==> src/rtl/core_bram_dual_port_pipelined.sv <==
// +----------------------------------------------------------------------------+
// | core_bram_dual_port_pipelined: true dual-port byte-enabled BRAM with      |
// | 1/2-cycle read latency, collision resolution and an in-band zero-fill.    |
// | Revision: 1.0                                                              |
// +----------------------------------------------------------------------------+
`default_nettype none

module core_bram_dual_port_pipelined #(
  parameter int DataWidth   = 16,
  parameter int ByteWidth   = 8,
  parameter int Depth       = 8,
  parameter int ReadLatency = 1,
  parameter int ReadFirst   = 0,
  localparam int AddrWidth  = $clog2(Depth),
  localparam int Lanes      = DataWidth / ByteWidth
) (
  input  logic                 clk_i,
  input  logic                 rst_i,
  input  logic                 a_en_i,
  input  logic                 a_write_en_i,
  input  logic [Lanes-1:0]     a_byte_en_i,
  input  logic [AddrWidth-1:0] a_addr_i,
  input  logic [DataWidth-1:0] a_data_i,
  output logic [DataWidth-1:0] a_data_o,
  output logic                 a_valid_o,
  input  logic                 b_en_i,
  input  logic                 b_write_en_i,
  input  logic [Lanes-1:0]     b_byte_en_i,
  input  logic [AddrWidth-1:0] b_addr_i,
  input  logic [DataWidth-1:0] b_data_i,
  output logic [DataWidth-1:0] b_data_o,
  output logic                 b_valid_o,
  input  logic                 clear_i,
  output logic                 busy_o,
  output logic                 collision_o,
  input  logic                 assert_on_i
);

  typedef enum logic [0:0] {
    IDLE  = 1'b0,
    CLEAR = 1'b1
  } state_e;

  localparam logic [AddrWidth:0]   DepthW   = (AddrWidth + 1)'(Depth);
  localparam logic [AddrWidth-1:0] LastAddr = AddrWidth'(Depth - 1);

  state_e               state_q, state_d;
  logic [AddrWidth-1:0] clr_cnt_q, clr_cnt_d;
  logic [DataWidth-1:0] mem_q [Depth];

  logic                 a_acc, b_acc, a_oor, b_oor, a_wr, b_wr, coll_d;
  logic [DataWidth-1:0] a_old, b_old, a_rd_d, b_rd_d;
  logic                 a_valid1_q, b_valid1_q, collision_q;
  logic [DataWidth-1:0] a_data1_q, b_data1_q;

  function automatic logic [DataWidth-1:0] merge_lanes(
    input logic [DataWidth-1:0] old_word,
    input logic [DataWidth-1:0] new_word,
    input logic [Lanes-1:0]     lane_en
  );
    logic [DataWidth-1:0] res;
    res = old_word;
    for (int l = 0; l < Lanes; l++) begin
      if (lane_en[l]) res[l*ByteWidth +: ByteWidth] = new_word[l*ByteWidth +: ByteWidth];
    end
    return res;
  endfunction

  always_comb begin
    state_d   = state_q;
    clr_cnt_d = clr_cnt_q;
    case (state_q)
      IDLE: begin
        if (clear_i) begin
          state_d   = CLEAR;
          clr_cnt_d = '0;
        end
      end
      CLEAR: begin
        if (clr_cnt_q == LastAddr) state_d = IDLE;
        else clr_cnt_d = clr_cnt_q + 1'b1;
      end
      default: state_d = IDLE;
    endcase
  end

  // clear_i wins over port traffic presented in the same cycle
  assign a_acc  = a_en_i && (state_q == IDLE) && !clear_i;
  assign b_acc  = b_en_i && (state_q == IDLE) && !clear_i;
  assign a_oor  = {1'b0, a_addr_i} >= DepthW;
  assign b_oor  = {1'b0, b_addr_i} >= DepthW;
  assign a_wr   = a_acc && a_write_en_i && !a_oor;
  assign b_wr   = b_acc && b_write_en_i && !b_oor;
  assign coll_d = a_acc && b_acc && (a_addr_i == b_addr_i) && (a_write_en_i || b_write_en_i);

  // Reads see pre-cycle contents; a writing port may fold in only its own lanes
  always_comb begin
    a_old  = a_oor ? '0 : mem_q[a_addr_i];
    b_old  = b_oor ? '0 : mem_q[b_addr_i];
    a_rd_d = a_old;
    b_rd_d = b_old;
    if (!a_oor && a_write_en_i && (ReadFirst == 0)) a_rd_d = merge_lanes(a_old, a_data_i, a_byte_en_i);
    if (!b_oor && b_write_en_i && (ReadFirst == 0)) b_rd_d = merge_lanes(b_old, b_data_i, b_byte_en_i);
  end

  // Port A is written last so it owns overlapping lanes on a shared address
  always_ff @(posedge clk_i) begin
    if (state_q == CLEAR) mem_q[clr_cnt_q] <= '0;
    for (int l = 0; l < Lanes; l++) begin
      if (b_wr && b_byte_en_i[l]) mem_q[b_addr_i][l*ByteWidth +: ByteWidth] <= b_data_i[l*ByteWidth +: ByteWidth];
      if (a_wr && a_byte_en_i[l]) mem_q[a_addr_i][l*ByteWidth +: ByteWidth] <= a_data_i[l*ByteWidth +: ByteWidth];
    end
  end

  always_ff @(posedge clk_i or posedge rst_i) begin
    if (rst_i) begin
      state_q     <= IDLE;
      clr_cnt_q   <= '0;
      a_valid1_q  <= 1'b0;
      b_valid1_q  <= 1'b0;
      a_data1_q   <= '0;
      b_data1_q   <= '0;
      collision_q <= 1'b0;
    end else begin
      state_q     <= state_d;
      clr_cnt_q   <= clr_cnt_d;
      a_valid1_q  <= a_acc;
      b_valid1_q  <= b_acc;
      collision_q <= coll_d;
      if (a_acc) a_data1_q <= a_rd_d;
      if (b_acc) b_data1_q <= b_rd_d;
    end
  end

  generate
    if (ReadLatency == 2) begin : g_lat2
      logic                 a_valid2_q, b_valid2_q;
      logic [DataWidth-1:0] a_data2_q, b_data2_q;
      always_ff @(posedge clk_i or posedge rst_i) begin
        if (rst_i) begin
          a_valid2_q <= 1'b0;
          b_valid2_q <= 1'b0;
          a_data2_q  <= '0;
          b_data2_q  <= '0;
        end else begin
          a_valid2_q <= a_valid1_q;
          b_valid2_q <= b_valid1_q;
          if (a_valid1_q) a_data2_q <= a_data1_q;
          if (b_valid1_q) b_data2_q <= b_data1_q;
        end
      end
      assign a_valid_o = a_valid2_q;
      assign b_valid_o = b_valid2_q;
      assign a_data_o  = a_data2_q;
      assign b_data_o  = b_data2_q;
    end else begin : g_lat1
      assign a_valid_o = a_valid1_q;
      assign b_valid_o = b_valid1_q;
      assign a_data_o  = a_data1_q;
      assign b_data_o  = b_data1_q;
    end
  endgenerate

  assign busy_o      = (state_q == CLEAR);
  assign collision_o = collision_q;

`ifdef ENABLE_SIMULATION_ASSERTS
  always_ff @(posedge clk_i) begin
    if (assert_on_i && a_acc && a_oor) $error("port A address %0d out of range", a_addr_i);
    if (assert_on_i && b_acc && b_oor) $error("port B address %0d out of range", b_addr_i);
  end
`else
  logic unused_assert_on;
  assign unused_assert_on = assert_on_i;
`endif

endmodule

`default_nettype wire

==> config.mk <==
export PLATFORM = sky130hd
export DESIGN_NAME = core_bram_dual_port_pipelined
export DESIGN_NICKNAME = d
export VERILOG_FILES = /design/src/rtl/core_bram_dual_port_pipelined.sv
export SDC_FILE = /design/constraint.sdc
export NUM_CORES = 1
export LEC_CHECK = 0
export ABC_CLOCK_PERIOD_IN_PS = 2410
export CAP_MARGIN = 20
export CELL_PAD_IN_SITES_DETAIL_PLACEMENT = 1
export CELL_PAD_IN_SITES_GLOBAL_PLACEMENT = 1
export CORE_UTILIZATION = 30
export DETAILED_ROUTE_END_ITERATION = 16
export GPL_ROUTABILITY_DRIVEN = 1
export HOLD_SLACK_MARGIN = 0.1
export PLACE_DENSITY_LB_ADDON = 0.1
export SYNTH_ARGS = -nofsm -noshare
export SYNTH_HDL_FRONTEND = slang
export SYNTH_SLANG_ARGS = --single-unit
==> constraint.sdc <==
create_clock -name clk_i -period 2.41 [get_ports clk_i]
set_input_delay 0.6025 -clock clk_i [delete_from_list [all_inputs] [get_ports clk_i]]
set_output_delay 0.6025 -clock clk_i [all_outputs]
set_load 0.02 [all_outputs]
==> key figures <==
Status
  – Run status: completed

Floorplanning
  – Height of the die: around 180 um
  – Initial Utilization: between 30% and 40%
  – Rows: 65
  – Top-level I/O count: 86
  – Die width: about 180 um
  – DIE AREA: between 30,000 and 40,000 sq um
  – Core area: roughly 32,000 sq um

Power
  – P_int: between 8000 and 9000 uW
  – Sequential Power Share: 39.9%
  – Net Sw Frac: between 30 and 40%
  – Clock power share: approximately 27%
  – Power density over the cells: 956.3 nW/um^2
  – Gate power share: 33.2%
  – VDD IR max: 0.5422 mV
  – Switching Power: between 3000 and 4000 uW
  – P_leak: 0.004416 uW

Critical path
  – R2R depth: 6
  – Capture point of the worst reg-to-reg path: mem_q[1][9]
  – Critical Path, Cell by Cell: clkdlybuf4s50_1 -> or3b_1 -> nor2_4 -> buf_12 -> mux2i_1 -> o21bai_1 -> buf_12
  – Crit. End Element: flip-flop
  – RR Startpoint: busy_o
  – CP arrival: 2580 ps
  – Most used cell along the critical path: buf_12
  – Req. time, crit path: approximately 2600 ps
  – Crit path kind: input port to flip-flop
  – Critical-path top delay cell: clkdlybuf4s50_1
  – Worst Path Max Fanout: 8
  – CP startpoint kind: input port
  – CP max stage delay: 470 ps
  – Setup slack, reg-to-reg: 220 ps

Clock tree
  – Latest clock arrival within the worst-skew pair: 440 ps
  – Clock sink total: ~170
  – Htree depth: 4
  – CTS Buf Count: 17
  – Post-cts gate resize count: 0
  – Root Buffer: clkbuf_16
  – # hold bufs at CTS: 0
  – CTS tree: yes
  – Clk buf depth: 2
  – Post-CTS setup repair buffer count: 0
  – Clock Pin Slew Worst Setup and Hold Paths: approximately 60 ps

STA
  – Worst slew pin tran: about 560 ps
  – Final Critical Period: approximately 2400 ps
  – Final Slew Violations: 0
  – Count of final setup violators: 0
  – Final Hold Fails: 0
  – Slew headroom: a little over three fifths
  – Achievable clock frequency: 420.7 MHz
  – Final Skew: 8.189 ps
  – Fin crit share: just under 100%
  – Unrepaired setup endpoints after global routing: false

Routing
  – Wirelength per Cell: 25.15 um
  – Drt pass-1 iters: 7
  – Routed WL: 37.20 mm
  – Post-route ant nets: 0
  – Initial DRC count: 660
  – Vias per cell: about 5.5
  – DRC: 0
  – Vias: 8,110

Logic synthesis
  – Sequential share of the synthesized area: about half
  – FFs w/ async S/R, synth: a little under a quarter
  – Syn_nets: 956
  – Number of flops mapped to enable cells by yosys: 128
  – Cell accounting for the most synthesized area: edfxtp_1
  – Synth Register Bits: roughly 170
  – Top cell type's share of synthesized area: roughly 40%
  – Synthesized area per cell: 10.74 sq um
  – Synth Instances: approximately 900
  – Most used DFF post-synth: edfxtp_1
  – Synth top area cells: edfxtp_1 40%, dfrtp_1 10%, mux4_2 8.4%
  – Ys Warns: 0
  – Unique masters post-synth: 54
  – Mapped cell area: 9706 sq um

GRT
  – Initial antenna violation count: 2
  – First-pass GRT wire length: roughly 55 mm
  – Via count of the first global-routing pass: between 8,000 and 9,000
  – GRT overflow: 0
  – Pin count of the biggest net entering global routing: 34
  – GRT Util Overall: 23.15%

Final layout
  – Layout cells sized above 1: a little under a quarter
  – Layout Area Growth over Synthesis: 29.88%
  – Post-route insts no fill: around 1,500
  – NumNets Final: 1,116
  – Ant diodes: 0
  – Core Util, Final: 39.74%

Placed design
  – GP Congestion: roughly 0.84
  – Dpl cells: 1,447
  – Port bufs: 84
  – Post-DP HPWL: approximately 28 mm

Job
  – Max cap viols: 0

Hold path
  – Hold Path End: a_data_o[4]
  – Worst hold path depth: 1
  – Hold WC Path Type: flip-flop to flip-flop
  – Min-delay src: a_data_o[4]
[worst max path at each step]
stage	from	end	cells past startpoint
final	b_en_i	mem_q[1][9]	7
after global routing	b_en_i	mem_q[1][9]	7
after CTS	b_en_i	mem_q[2][13]	8
after detailed placement	b_en_i	mem_q[2][14]	8
after global placement	b_en_i	mem_q[3][9]	7
after floorplan	clear_i	mem_q[0][0]	6
[cell type report]
| cell class | instances | area (sq um) |
|---|---|---|
| clock inverter | 13 | 250.2 |
| inverter | 10 | 37.54 |
| tap | 402 | 503.0 |
| clock buffer | 19 | 432.9 |
| sequential | 167 | 4820 |
| fill | 3496 | 19110 |
| multi-input combinational | 647 | 4456 |
| timing repair buffer | 221 | 2107 |
[cells in the mapped netlist (all sizes together), types with 2 or more instances]
master / n
a31oi: 2
and2: 7
o221a: 3
and3: 2
or3: 5
nor2b: 4
ha: 2
nand3: 8
nand2: 167
dfrtp: 39
o211ai: 3
nor4: 42
a21oi: 15
mux2: 21
nand3b: 4
o21bai: 13
xor2: 2
o21ai: 152
a22oi: 4
nor3: 31
a221o: 7
nor3b: 5
a221oi: 11
buf: 50
edfxtp: 128
mux2i: 23
a211oi: 4
a22o: 7
mux4: 36
or3b: 3
clkbuf: 30
nand2b: 2
clkinv: 2
inv: 8
o22ai: 7
nor2: 46
[cell usage in the layout, fill, tap and decap left out, types with 5 or more instances in the layout]
master             n
a221oi_1          11
dfrtp_1           39
buf_12            21
nand2_1          167
nor4_1            33
mux2i_1           21
clkbuf_16         17
or3_1              5
mux4_2            36
o22ai_1            7
a21oi_1           15
edfxtp_1         128
nor3_4             6
mux2_2            21
o21ai_0          150
o21bai_1          12
nand3_1            6
and2_1             7
nor3b_1            5
a221o_1            7
a22o_1             7
nor2_1            45
bufinv_16          7
nor3_1            25
clkdlybuf4s50_1   79
inv_1              6
nor4_4             9
buf_2              5
buf_4            116
[worst max-delay path: cells and delay by family]
family          cells  cell delay, ps
simple gates        2             590
mux                 1             390
buf+inv             3             810
compound gates      1             170
[metal layers]
| metal | routed length [um] | GRT usage, % | share of wire [%] | vias to the layer above |
|---|---|---|---|---|
| met3 | 2144 | 4.392 | 5.8 | 25 |
| met4 | 305 | 4.000 | 0.82 | 2 |
| met5 | 10 | 0 | 0.027 | - |
| li1 | - | - | - | 3720 |
| met1 | 18900 | 35.73 | 51 | 4137 |
| met2 | 15850 | 33.60 | 43 | 226 |
[logic make-up after synthesis]
logic type,after synthesis,synth area share (%)
xor+xnor,3,0.2708
flops,167,49.66
buf+inv,90,4.770
mux,80,13.16
fa+ha+maj,2,0.2578
compound gates,233,14.27
simple gates,329,17.61
[stage by stage]
step                instance area, sq um  setup TNS, ps  setup WS (ps)  power [uW]  hold slack (ps)
finish                             12610              0          32.89       12050            483.7
global route                       12610              0        0.05040       12570            514.6
CTS                                12580              0          8.241       12100            482.8
detailed placement                 11890         -95350         -432.1        8829            473.5
global placement                   11890         -93650         -442.5        8797            472.0
floorplan                           9709          -2041         -27.23        6612            515.5
[power groups by stage]
| stage | Sequential [uW] | Combinational, uW | Clock [uW] |
|---|---|---|---|
| after floorplan | 4940 | 1670 | 0 |
| after CTS | 4800 | 4000 | 3310 |
| final | 4800 | 4000 | 3250 |
| after global placement | 4820 | 3980 | 0 |
| after global routing | 4910 | 4260 | 3400 |
| after detailed placement | 4850 | 3980 | 0 |
[state kept, by name, summed over array words and instances, names as in the netlist]
name and count:
a_data_o 16, clr_cnt_q 3, busy_o 1, a_valid_o 1, collision_o 1, b_data_o 16, mem_q 128, b_valid_o 1
Note: power is estimated with default switching activity, not from simulation.
